$ cat src/rtl/drp_regfile.sv
// Parametrised DRP register file: one-at-a-time read/write with fixed response latency.
// Optional DRP_WRITE_MASK_EN: writes only touch bits set in WMASK, other bits keep their value.

module drp_reg_cell #(
  parameter int                DATA_W  = 16,
  parameter logic [DATA_W-1:0] RST_VAL = '0,
  parameter logic [DATA_W-1:0] MASK    = '1
) (
  input  logic              clk,
  input  logic              rst,
  input  logic              we,
  input  logic [DATA_W-1:0] d,
  output logic [DATA_W-1:0] q
);
  logic [DATA_W-1:0] nextQ;

`ifdef DRP_WRITE_MASK_EN
  assign nextQ = (d & MASK) | (q & ~MASK);
`else
  logic unusedMask;
  assign unusedMask = ^MASK;
  assign nextQ = d;
`endif

  always_ff @(posedge clk or posedge rst) begin
    if (rst)     q <= RST_VAL;
    else if (we) q <= nextQ;
  end
endmodule

module drp_regfile #(
  parameter int                         DATA_W    = 16,
  parameter int                         ADDR_W    = 7,
  parameter int                         NUM_REGS  = 23,
  parameter int unsigned                ADDR_BASE = 7'h06,
  parameter int                         LATENCY   = 2,
  parameter logic [NUM_REGS*DATA_W-1:0] RESET_VAL = '0,
  parameter logic [NUM_REGS*DATA_W-1:0] WMASK     = '1,
  localparam int IDX_W = (NUM_REGS > 1) ? $clog2(NUM_REGS) : 1
) (
  input  logic                       DCLK,
  input  logic                       RST,
  input  logic                       PWRDWN,
  input  logic [ADDR_W-1:0]          DADDR,
  input  logic                       DEN,
  input  logic                       DWE,
  input  logic [DATA_W-1:0]          DI,
  output logic [DATA_W-1:0]          DO,
  output logic                       DRDY,
  output logic                       DERR,
  output logic [NUM_REGS*DATA_W-1:0] REGS,
  output logic                       UPD,
  output logic [IDX_W-1:0]           UPD_IDX
);
  typedef enum logic {IDLE, BUSY} state_t;
  state_t state, stateNxt;

  logic [3:0]        cnt;
  logic [ADDR_W-1:0] addrQ, cAddr;
  logic              weQ, cWe;
  logic [DATA_W-1:0] diQ, cDi, rdData;
  logic [ADDR_W:0]   cIdx;
  logic              accept, done, mapped;
  logic [NUM_REGS-1:0]             wrEn;
  logic [NUM_REGS-1:0][DATA_W-1:0] regQ;

  // With LATENCY=1 the request completes on its own sample edge, so the
  // following edge is blocked via DRDY to keep the L+1 transaction period.
  assign accept = (state == IDLE) && DEN && !PWRDWN && !(LATENCY == 1 && DRDY);
  assign done   = (LATENCY == 1) ? accept : ((state == BUSY) && (cnt == 4'd0));

  assign cAddr = (LATENCY == 1) ? DADDR : addrQ;
  assign cWe   = (LATENCY == 1) ? DWE   : weQ;
  assign cDi   = (LATENCY == 1) ? DI    : diQ;

  // Widened by one bit so addresses below the base cannot wrap into the window.
  assign cIdx   = {1'b0, cAddr} - (ADDR_W+1)'(ADDR_BASE);
  assign mapped = ({1'b0, cAddr} >= (ADDR_W+1)'(ADDR_BASE)) &&
                  (cIdx < (ADDR_W+1)'(NUM_REGS));

  always_ff @(posedge DCLK or posedge RST) begin
    if (RST) state <= IDLE;
    else     state <= stateNxt;
  end

  always_comb begin
    stateNxt = state;
    case (state)
      IDLE:    if (accept && LATENCY != 1) stateNxt = BUSY;
      BUSY:    if (done) stateNxt = IDLE;
      default: stateNxt = IDLE;
    endcase
  end

  always_ff @(posedge DCLK or posedge RST) begin
    if (RST) begin
      cnt   <= '0;
      addrQ <= '0;
      weQ   <= 1'b0;
      diQ   <= '0;
    end else if (accept) begin
      cnt   <= 4'(LATENCY - 1);
      addrQ <= DADDR;
      weQ   <= DWE;
      diQ   <= DI;
    end else if (state == BUSY && cnt != 4'd0) begin
      cnt <= cnt - 4'd1;
    end
  end

  always_comb begin
    rdData = '0;
    for (int i = 0; i < NUM_REGS; i++)
      if (cIdx == (ADDR_W+1)'(i)) rdData = regQ[i];
  end

  for (genvar i = 0; i < NUM_REGS; i++) begin : g_reg
    assign wrEn[i] = done && cWe && mapped && (cIdx == (ADDR_W+1)'(i));
    drp_reg_cell #(
      .DATA_W (DATA_W),
      .RST_VAL(RESET_VAL[i*DATA_W +: DATA_W]),
      .MASK   (WMASK[i*DATA_W +: DATA_W])
    ) u_reg (
      .clk(DCLK),
      .rst(RST),
      .we (wrEn[i]),
      .d  (cDi),
      .q  (regQ[i])
    );
  end

  assign REGS = regQ;

  always_ff @(posedge DCLK or posedge RST) begin
    if (RST) begin
      DO      <= '0;
      DRDY    <= 1'b0;
      DERR    <= 1'b0;
      UPD     <= 1'b0;
      UPD_IDX <= '0;
    end else begin
      DRDY <= done;
      DERR <= done && !mapped;
      UPD  <= done && cWe && mapped;
      if (done && cWe && mapped) UPD_IDX <= cIdx[IDX_W-1:0];
      if (done && !cWe)          DO <= mapped ? rdData : '0;
    end
  end
endmodule

$ cat config.mk
export PLATFORM = sky130hd
export DESIGN_NAME = drp_regfile
export DESIGN_NICKNAME = d
export VERILOG_FILES = /design/src/rtl/drp_regfile.sv
export SDC_FILE = /design/constraint.sdc
export NUM_CORES = 1
export LEC_CHECK = 0
export BUFFER_PORTS_ARGS = -buffer_cell sky130_fd_sc_hd__clkbuf_2
export CAP_MARGIN = 10
export CORE_MARGIN = 2
export CORE_UTILIZATION = 36
export CTS_CLUSTER_SIZE = 8
export DETAILED_ROUTE_END_ITERATION = 10
export PLACE_DENSITY = 0.58
export SKIP_CTS_REPAIR_TIMING = 1
export SLEW_MARGIN = 10
export SYNTH_ARGS = -nofsm -noshare
export SYNTH_HDL_FRONTEND = slang
export SYNTH_SLANG_ARGS = --single-unit
export TNS_END_PERCENT = 1
$ cat constraint.sdc
create_clock -name DCLK -period 16 [get_ports DCLK]
set_input_delay 3.2 -clock DCLK [delete_from_list [all_inputs] [get_ports DCLK]]
set_output_delay 3.2 -clock DCLK [all_outputs]
set_load 0.005 [all_outputs]
==> results of run 1 <==
worst paths after layout:
| path | depth (start not counted) | endpoint |
|---|---|---|
| min in group asynchronous | 2 | g_reg[9].u_reg.q[13]$_DFFE_PP0P_ |
| max in group asynchronous | 4 | g_reg[11].u_reg.q[9]$_DFFE_PP0P_ |
| worst max-delay path | 10 | DO[9]$_DFFE_PP0P_ |
| worst max register to register | 10 | DO[9]$_DFFE_PP0P_ |
| worst min register to register | 2 | DO[12]$_DFFE_PP0P_ |
| worst min-delay path | 2 | DO[12]$_DFFE_PP0P_ |
worst register-to-register path: stages (launching register included):
cell and delay [ns]:
dfrtp_1 1.00, ha_1 0.44, xor2_1 0.92, nand2_2 0.27, nor4_4 0.75, buf_4 0.39, a22oi_1 0.16, and3_1 0.16
o221ai_1 0.61, a221oi_1 0.18, o22ai_1 0.15
cell type report:
class	instances	share of cell area, %
clock inverters	4	0.165
clock buffers	63	6.42
diodes	1	0.0106
multi-input cells	935	34.7
flip-flops and latches	421	44.7
inverters	9	0.186
repair buffers	458	10.1
well taps	688	3.65
flip-flops by register name, indices dropped and copies added, names as in the netlist:
name	flops
UPD	1
cWe	1
UPD_IDX	5
state	1
DO	16
DERR	1
addrQ	7
g.u_reg.q	368
cnt	4
DRDY	1
cDi	16
cell usage after synthesis, types with 6 or more instances:
cell and count:
nor3_1 19, a211oi_1 7, dfrtp_1 421, and3_1 10, o22ai_1 13, mux2_2 365, a22oi_1 50, a21oi_1 35
inv_1 7, a31oi_1 6, o21ai_0 31, nand4_1 8, nor2_1 57, a22o_1 11, clkbuf_1 58, nor2_2 9
nand3_1 14, mux2_1 18, nor2b_1 6, nand2_2 12, nor4_1 6, mux2_4 11, mux2i_1 14, buf_4 19
buf_6 10, a221o_1 7, a221oi_1 39, o21ai_1 10, buf_2 26, and2_1 7, o221ai_1 14, nand2_1 61
metrics by stage:
stage | hold slack [ns] | std cells | power (mW) | utilization [%] | instance area [um2]
after floorplan | 0.462 | 1481 | 1.75 | - | 19300
after global placement | 0.479 | 2511 | 2.04 | 41.7 | 22000
after detailed placement | 0.489 | 2511 | 2.05 | 41.7 | 22000
after CTS | 0.503 | 2578 | 3.16 | 44.6 | 23600
after global routing | 0.543 | 2578 | 3.27 | 44.6 | 23600
final | 0.493 | 2579 | 3.16 | 44.6 | 23600
cells by family (layout without fill, tap and decap cells):
kind of cell	Yosys count	in the layout	synth area share [%]
AOI/OAI and AO/OA	264	264	10.1
xor gates and xnor gates	10	10	0.589
adders and majority gates	3	3	0.194
buffers and inverters	125	534	3.37
DFF	421	421	54.5
muxes	410	410	24.1
other	0	1	0
and+or+nand+nor	248	248	7.12
power by group through the flow:
stage	clock [mW]	combinational, mW	sequential [mW]
after floorplan	0	0.541	1.21
after CTS	1.12	0.656	1.38
after global placement	0	0.644	1.39
after global routing	1.17	0.702	1.40
final	1.11	0.667	1.39
after detailed placement	0	0.653	1.40
routing by layer:
layer / part of all wire [%] / GRT usage, % / vias up
li1: - / - / 6322
met1: 42 / 39.9 / 8040
met2: 45 / 45.3 / 806
met3: 8.1 / 7.32 / 190
met4: 4.7 / 13.1 / 0
met5: 0 / 0 / -
==> results.json, run 1 <==
{
  "synth_seq_area_share_pct": 54.5,
  "worstSetupStartpoint": "addrQ[1]$_DFFE_PP0P_",
  "cts_buffers": 59,
  "io_buffers": 419,
  "grt_pass1_wl_mm": 119,
  "syn_to_final_growth_pct": 21.9,
  "finalSetupViolations": 0,
  "seqCellArea_mm2": 0.0105,
  "core.rowCount": 84,
  "viasPerCell": 5.96,
  "power_per_cell_area_mw_per_mm2": 134,
  "wire_per_inst_um": 32.4,
  "ys_warn_count": 0,
  "synth_ff_type": "dfrtp_1",
  "layout_min_cycle_time_ns": 5.09,
  "worst_pin_slew_ns": 1.11,
  "max_freq_mhz": 196,
  "hold_viol_final": 0,
  "clock_latency_ns": 0.62,
  "die_area_mm2": 0.0555,
  "slowest_stage": "dfrtp_1",
  "antenna_found_initial": 0,
  "leakage_nw": 12.0,
  "ys_ff_latch": 421,
  "hold_path_class": "reg2reg",
  "critPathTopFamily": "simple AND/OR/NAND/NOR gates",
  "switching_power_mw": 1.17,
  "boundaryPins": 420,
  "power_frac_seq_pct": 43.9,
  "worstHoldStart": "DO[12]$_DFFE_PP0P_",
  "preCtsSetupSlack_ns": 10.27,
  "mostFrequentLayoutCell": "dfrtp_1",
  "setup_tns_ns": 0,
  "final-max-slew-violation-count": 0,
  "finalCritPeriodShare_pct": 31.8,
  "gp_congestion": 0.923,
  "p_comb_share_pct": 21.1,
  "multiInputGateArea_mm2": 0.00817,
  "cts_sinks": 421,
  "cp.required_ns": 16.53,
  "dp.final_hpwl_mm": 59.8,
  "worst_ir_drop_vdd_uv": 96.3,
  "synth_top_area_share_pct": 54.5,
  "rsz0062_at_grt": "no",
  "critical_path_class": "reg2reg",
  "die_y_um": 236,
  "power.internal_mw": 1.99,
  "drc": 0,
  "crit-reg2reg-launch": "addrQ[1]$_DFFE_PP0P_",
  "rrSetupSlack_ns": 10.91,
  "drv_cap": 0,
  "drt-pass1-iter-count": 5,
  "critical_path.cell_chain": "ha_1, xor2_1, nand2_2, nor4_4, buf_4, a22oi_1, and3_1, o221ai_1, a221oi_1, o22ai_1",
  "grt_pass1_vias": 15700,
  "synth_edf_count": 0,
  "core_area_mm2": 0.0528,
  "endpoint_kind": "flop",
  "clk_pin_slew_ns": 0.05,
  "syn_avg_cell_area_um2": 13.0,
  "crit_path_start_kind": "flop",
  "synth.area.top_cells": "dfrtp_1 (55%), mux2_2 (21%), a22oi_1 (1.9%), a221oi_1 (1.8%), nand2_1 (1.2%)",
  "layout-drive-gt1-share_pct": 50.6,
  "clkPwrFrac_pct": 35.0,
  "switching_share_pct": 37.0,
  "cts_root_buf": "clkbuf_16",
  "crit_fanout": 25,
  "final_cell_mix": "dfrtp_1 (420), clkbuf_2 (419), mux2_2 (365)",
  "cp.arrival_ns": 5.62,
  "clock_skew_ns": 0.0208,
  "yosysUniqueCellTypes": 76,
  "synth_top_area_cell": "dfrtp_1",
  "grt_max_degree": 84,
  "nNetsFinal": 1915,
  "ant_nets": 0,
  "die_w_um": 236,
  "vias": 15400,
  "outcome": "complete, no violations",
  "routed_wl_mm": 83.4,
  "cts_tree": "built",
  "synthArstFlopShare_pct": 100,
  "initial_core_util_pct": 36.6,
  "slowest_delay_ns": 1.00,
  "setup_slack_ns": 10.91,
  "drtIter0Drc": 1468,
  "clockBufferDepth": 3,
  "nFillCells": 4992,
  "netlist_instances": 1481,
  "grt_util_all_layers_pct": 29.6,
  "syn_area_mm2": 0.0193,
  "syn_nets": 1512,
  "grt-ovfl-total": 0,
  "crit_buf_inv": 1,
  "htreeDepth": 2,
  "relSlewSlack_pct": 24.3
}
No activity file was read; power rests on OpenSTA's default activity.
==> run 2: changes to the inputs <==
Clock period 16 ns to 4.95 ns, I/O delays scaled along.
==> run 2 against run 1 <==
Net effect: power grew to 3.2 times the previous value; combinational power grew to 3.3 times the previous value; final area grew 0.66%; critical endpoint is now DO[6]$_DFFE_PP0P_; largest cell class unchanged; highest routed layer is now met5.
==> results.json, run 2 (synthesized netlist as in run 1, its figures left out) <==
{
  "outcome": "complete, no violations",
  "clk_pin_slew_ns": 0.05,
  "grt_pass1_vias": 15500,
  "drc": 0,
  "htreeDepth": 2,
  "routed_wl_mm": 84.5,
  "die_area_mm2": 0.0555,
  "grt_max_degree": 174,
  "clockBufferDepth": 3,
  "slowest_stage": "a2111oi_0",
  "ant_nets": 0,
  "cts_root_buf": "clkbuf_16",
  "power.internal_mw": 6.45,
  "relSlewSlack_pct": 18.5,
  "crit-reg2reg-launch": "addrQ[2]$_DFFE_PP0P_",
  "cts_sinks": 421,
  "final-max-slew-violation-count": 0,
  "crit_buf_inv": 2,
  "max_freq_mhz": 228,
  "fin_cells": 2597,
  "gp_congestion": 0.967,
  "boundaryPins": 420,
  "preCtsSetupSlack_ns": 0.803,
  "rr_endpoint": "DO[6]$_DFFE_PP0P_",
  "slowest_delay_ns": 0.87,
  "cp.depth": 11,
  "grt_pass1_wl_mm": 120,
  "num_antenna_cells": 0,
  "endpoint_kind": "flop",
  "clkPwrFrac_pct": 34.8,
  "clock_skew_ns": 0.0203,
  "mostFrequentLayoutCell": "dfrtp_1",
  "cts_tree": "built",
  "crit_path_start_kind": "flop",
  "finalCritPeriodShare_pct": 88.7,
  "cp.arrival_ns": 4.86,
  "switching_share_pct": 37.2,
  "setup_slack_ns": 0.559,
  "nNetsFinal": 1936,
  "hold_path_class": "in2async",
  "dp.final_hpwl_mm": 61.6,
  "viasPerCell": 6.01,
  "vias": 15600,
  "rsz0062_at_grt": "no",
  "critical_path.cell_chain": "ha_1, buf_4, nor2b_1, and3_1, o21ai_1, buf_4, nand2_1, a2111oi_0, nand3_1, nor3_1, o21ai_1",
  "drtIter0Drc": 1511,
  "core.rowCount": 84,
  "top_register": "g.u_reg.q",
  "rrSetupSlack_ns": 0.56,
  "io_buffers": 419,
  "die_w_um": 236,
  "layout-drive-gt1-share_pct": 51.1,
  "wire_per_inst_um": 32.5,
  "power_per_cell_area_mw_per_mm2": 433,
  "hold_viol_final": 0,
  "finalSetupViolations": 0,
  "p_comb_share_pct": 21.4,
  "critPathTopFamily": "simple AND/OR/NAND/NOR gates",
  "syn_to_final_growth_pct": 22.7,
  "grt-ovfl-total": 0,
  "die_y_um": 236,
  "clock_latency_ns": 0.62,
  "leakage_nw": 12.1,
  "worst_ir_drop_vdd_uv": 247,
  "initial_core_util_pct": 36.6,
  "crit_fanout": 12,
  "dpl.cell_count": 2533,
  "largest_reg_flops": 368,
  "grt_util_all_layers_pct": 29.9,
  "cts_buffers": 58,
  "cp.required_ns": 5.42,
  "crit_end": "DO[6]$_DFFE_PP0P_",
  "fin_util_pct": 44.9,
  "drv_cap": 0,
  "switching_power_mw": 3.82,
  "nFillCells": 4976,
  "core_area_mm2": 0.0528,
  "final_cell_mix": "dfrtp_1 (420), clkbuf_2 (419), mux2_2 (365)",
  "worstSetupStartpoint": "addrQ[2]$_DFFE_PP0P_",
  "layout_min_cycle_time_ns": 4.39,
  "worst_pin_slew_ns": 1.22,
  "critical_path_class": "reg2reg",
  "antenna_found_initial": 1,
  "drt-pass1-iter-count": 6,
  "hold_ws_ns": 0.417,
  "power_frac_seq_pct": 43.7,
  "rr_worst_depth": 11
}
-- run 2: worst register-to-register path: stages, from the launching register on --
cell and delay [ns]:
dfrtp_1 0.40, ha_1 0.30, buf_4 0.21, nor2b_1 0.16
and3_1 0.48, o21ai_1 0.21, buf_4 0.25, nand2_1 0.24
a2111oi_0 0.87, nand3_1 0.26, nor3_1 0.75, o21ai_1 0.12
-- run 2: layout make-up --
type                            count  area [um2]  share of cell area (%)
Multi-Input combinational cell    935        8160                    34.4
Clock buffer                       62        1500                    6.32
Tap cell                          688         861                    3.63
Inverter                            9        40.0                   0.169
Timing Repair Buffer              480        2580                    10.9
Sequential cell                   421       10500                    44.4
Clock inverter                      2        32.5                   0.137
-- run 2: routing by layer --
layer	part of all wire [%]	global-route usage, %
met5	0.019	0
met2	45	45.6
met4	4.1	11.7
met3	9.0	8.07
met1	42	40.5
-- run 2: power groups by stage --
stage               sequential [mW]  combinational (mW)  clock [mW]
floorplan                      3.90                1.75           0
global placement               4.52                2.13           0
detailed placement             4.53                2.15           0
CTS                            4.47                2.16        3.62
global route                   4.54                2.33        3.75
finish                         4.49                2.20        3.58
-- run 2: worst min path at each step --
stage	endpoint	slack, ns	cells past startpoint
6_report	g_reg[6].u_reg.q[15]$_DFFE_PP0P_	0.42	2
5_1_grt	g_reg[9].u_reg.q[14]$_DFFE_PP0P_	0.42	2
4_1_cts	UPD_IDX[3]$_DFFE_PP0P_	0.40	2
3_5_place_dp	DO[14]$_DFFE_PP0P_	0.48	2
3_3_place_gp	DO[12]$_DFFE_PP0P_	0.48	2
2_1_floorplan	cnt[0]$_DFFE_PP0P_	0.46	1
-- run 2: per-stage QoR --
step                instance area [um2]  setup TNS (ns)  power (mW)
floorplan                         19300         -723.91        5.65
global placement                  22200               0        6.65
detailed placement                22200               0        6.68
CTS                               23700               0        10.2
global route                      23700               0        10.6
finish                            23700               0        10.3
==> run 3: changes to the inputs <==
Settings changed: PLACE_DENSITY 0.58 to not set, PLACE_DENSITY_LB_ADDON set to 0.2.
==> run 3 against run 2 <==
Net effect: clock power shrank 2%; clock skew shrank 0.0036 ns; hold slack gained 0.094 ns; sequential cell count is the same; core utilization is essentially flat; power shrank 0.53%; critical path type unchanged; critical endpoint is now DO[9]$_DFFE_PP0P_.
==> results.json, run 3 (synthesized netlist as in run 1, its figures left out) <==
{
  "core.rowCount": 84,
  "antenna_found_initial": 1,
  "rsz0062_at_grt": "no",
  "viasPerCell": 6.02,
  "fin_cells": 2590,
  "top_register": "g.u_reg.q",
  "grt-ovfl-total": 0,
  "routed_wl_mm": 86.1,
  "drv_cap": 0,
  "clock_skew_ns": 0.0166,
  "dpl.cell_count": 2528,
  "crit_path_start_kind": "flop",
  "max_freq_mhz": 222,
  "worst_pin_slew_ns": 1.16,
  "layout-drive-gt1-share_pct": 50.9,
  "cts_buffers": 58,
  "total_power_mw": 10.2,
  "cts_tree": "built",
  "gp_congestion": 0.903,
  "drc": 0,
  "boundaryPins": 420,
  "fin_area_mm2": 0.0237,
  "die_w_um": 236,
  "cts_sinks": 421,
  "crit_fanout": 15,
  "htreeDepth": 2,
  "mostFrequentLayoutCell": "dfrtp_1",
  "critical_path_class": "reg2reg",
  "syn_to_final_growth_pct": 22.6,
  "num_antenna_cells": 0,
  "setup_tns_ns": 0,
  "final_cell_mix": "dfrtp_1 (420), clkbuf_2 (419), mux2_2 (365)",
  "power_per_cell_area_mw_per_mm2": 431,
  "leakage_nw": 12.1,
  "hold_viol_final": 0,
  "nNetsFinal": 1931,
  "clk_pin_slew_ns": 0.05,
  "outcome": "complete, no violations",
  "cts_root_buf": "clkbuf_16",
  "clock_latency_ns": 0.61,
  "setup_slack_ns": 0.449,
  "ant_nets": 0,
  "core_area_mm2": 0.0528,
  "dpl_cell_area_mm2": 0.0222,
  "drt-pass1-iter-count": 5,
  "endpoint_kind": "flop",
  "die_y_um": 236,
  "cp.arrival_ns": 5.01,
  "io_buffers": 419,
  "worst_ir_drop_vdd_uv": 271,
  "grt_util_all_layers_pct": 30.5,
  "finalSetupViolations": 0,
  "wire_per_inst_um": 33.3,
  "clockBufferDepth": 3,
  "fin_util_pct": 44.9,
  "preCtsSetupSlack_ns": 0.693,
  "grt_pass1_vias": 15700,
  "hold_path_class": "reg2reg",
  "grt_max_degree": 108,
  "hold_ws_ns": 0.510,
  "layout_min_cycle_time_ns": 4.50,
  "dp.final_hpwl_mm": 62.5,
  "final-max-slew-violation-count": 0,
  "largest_reg_flops": 368,
  "relSlewSlack_pct": 22.9,
  "cp.required_ns": 5.46,
  "die_area_mm2": 0.0555,
  "grt_pass1_wl_mm": 122,
  "vias": 15600,
  "finalCritPeriodShare_pct": 90.9,
  "initial_core_util_pct": 36.6,
  "drtIter0Drc": 1566
}
==> run 3: routing by layer <==
layer  up-vias  global-route usage [%]  share of wire (%)
met2       839                    47.8                 46
met1      8230                    41.2                 42
met5         -                       0              0.019
li1       6337                       -                  -
met4         2                    11.9                3.7
met3       175                    6.87                8.6
==> run 3: path summary, 6_finish.rpt <==
path,startpoint,end,slack [ns],depth (start not counted)
worst max-delay path,addrQ[1]$_DFFE_PP0P_,DO[9]$_DFFE_PP0P_,0.45,9
worst min-delay path,cnt[0]$_DFFE_PP0P_,cnt[0]$_DFFE_PP0P_,0.51,1
worst max register to register,addrQ[1]$_DFFE_PP0P_,DO[9]$_DFFE_PP0P_,0.45,9
worst min register to register,cnt[0]$_DFFE_PP0P_,cnt[0]$_DFFE_PP0P_,0.51,1
max in group asynchronous,RST,g_reg[22].u_reg.q[12]$_DFFE_PP0P_,3.31,4
min in group asynchronous,RST,g_reg[4].u_reg.q[10]$_DFFE_PP0P_,0.53,2
==> run 3: worst max-delay path, cell delays in order, from the launching register on <==
cell	delay (ns)
dfrtp_1	0.50
ha_1	0.71
inv_1	0.19
nor4_2	0.69
and2_1	0.97
a211oi_1	0.18
and3_1	0.23
o221ai_1	0.55
a221oi_1	0.20
o22ai_1	0.17
==> run 3: final cells by class <==
class / count / area (um2)
Clock buffer: 60 / 1480
Clock inverter: 2 / 13.8
Fill cell: 4997 / 29100
Inverter: 9 / 40.0
Multi-Input combinational cell: 935 / 8160
Sequential cell: 421 / 10500
Tap cell: 688 / 861
Timing Repair Buffer: 475 / 2590
==> run 3: report_power, final <==
part | switching [mW] | internal, mW
clock | 1.43 | 2.07
combinational | 1.51 | 0.692
sequential | 0.863 | 3.66
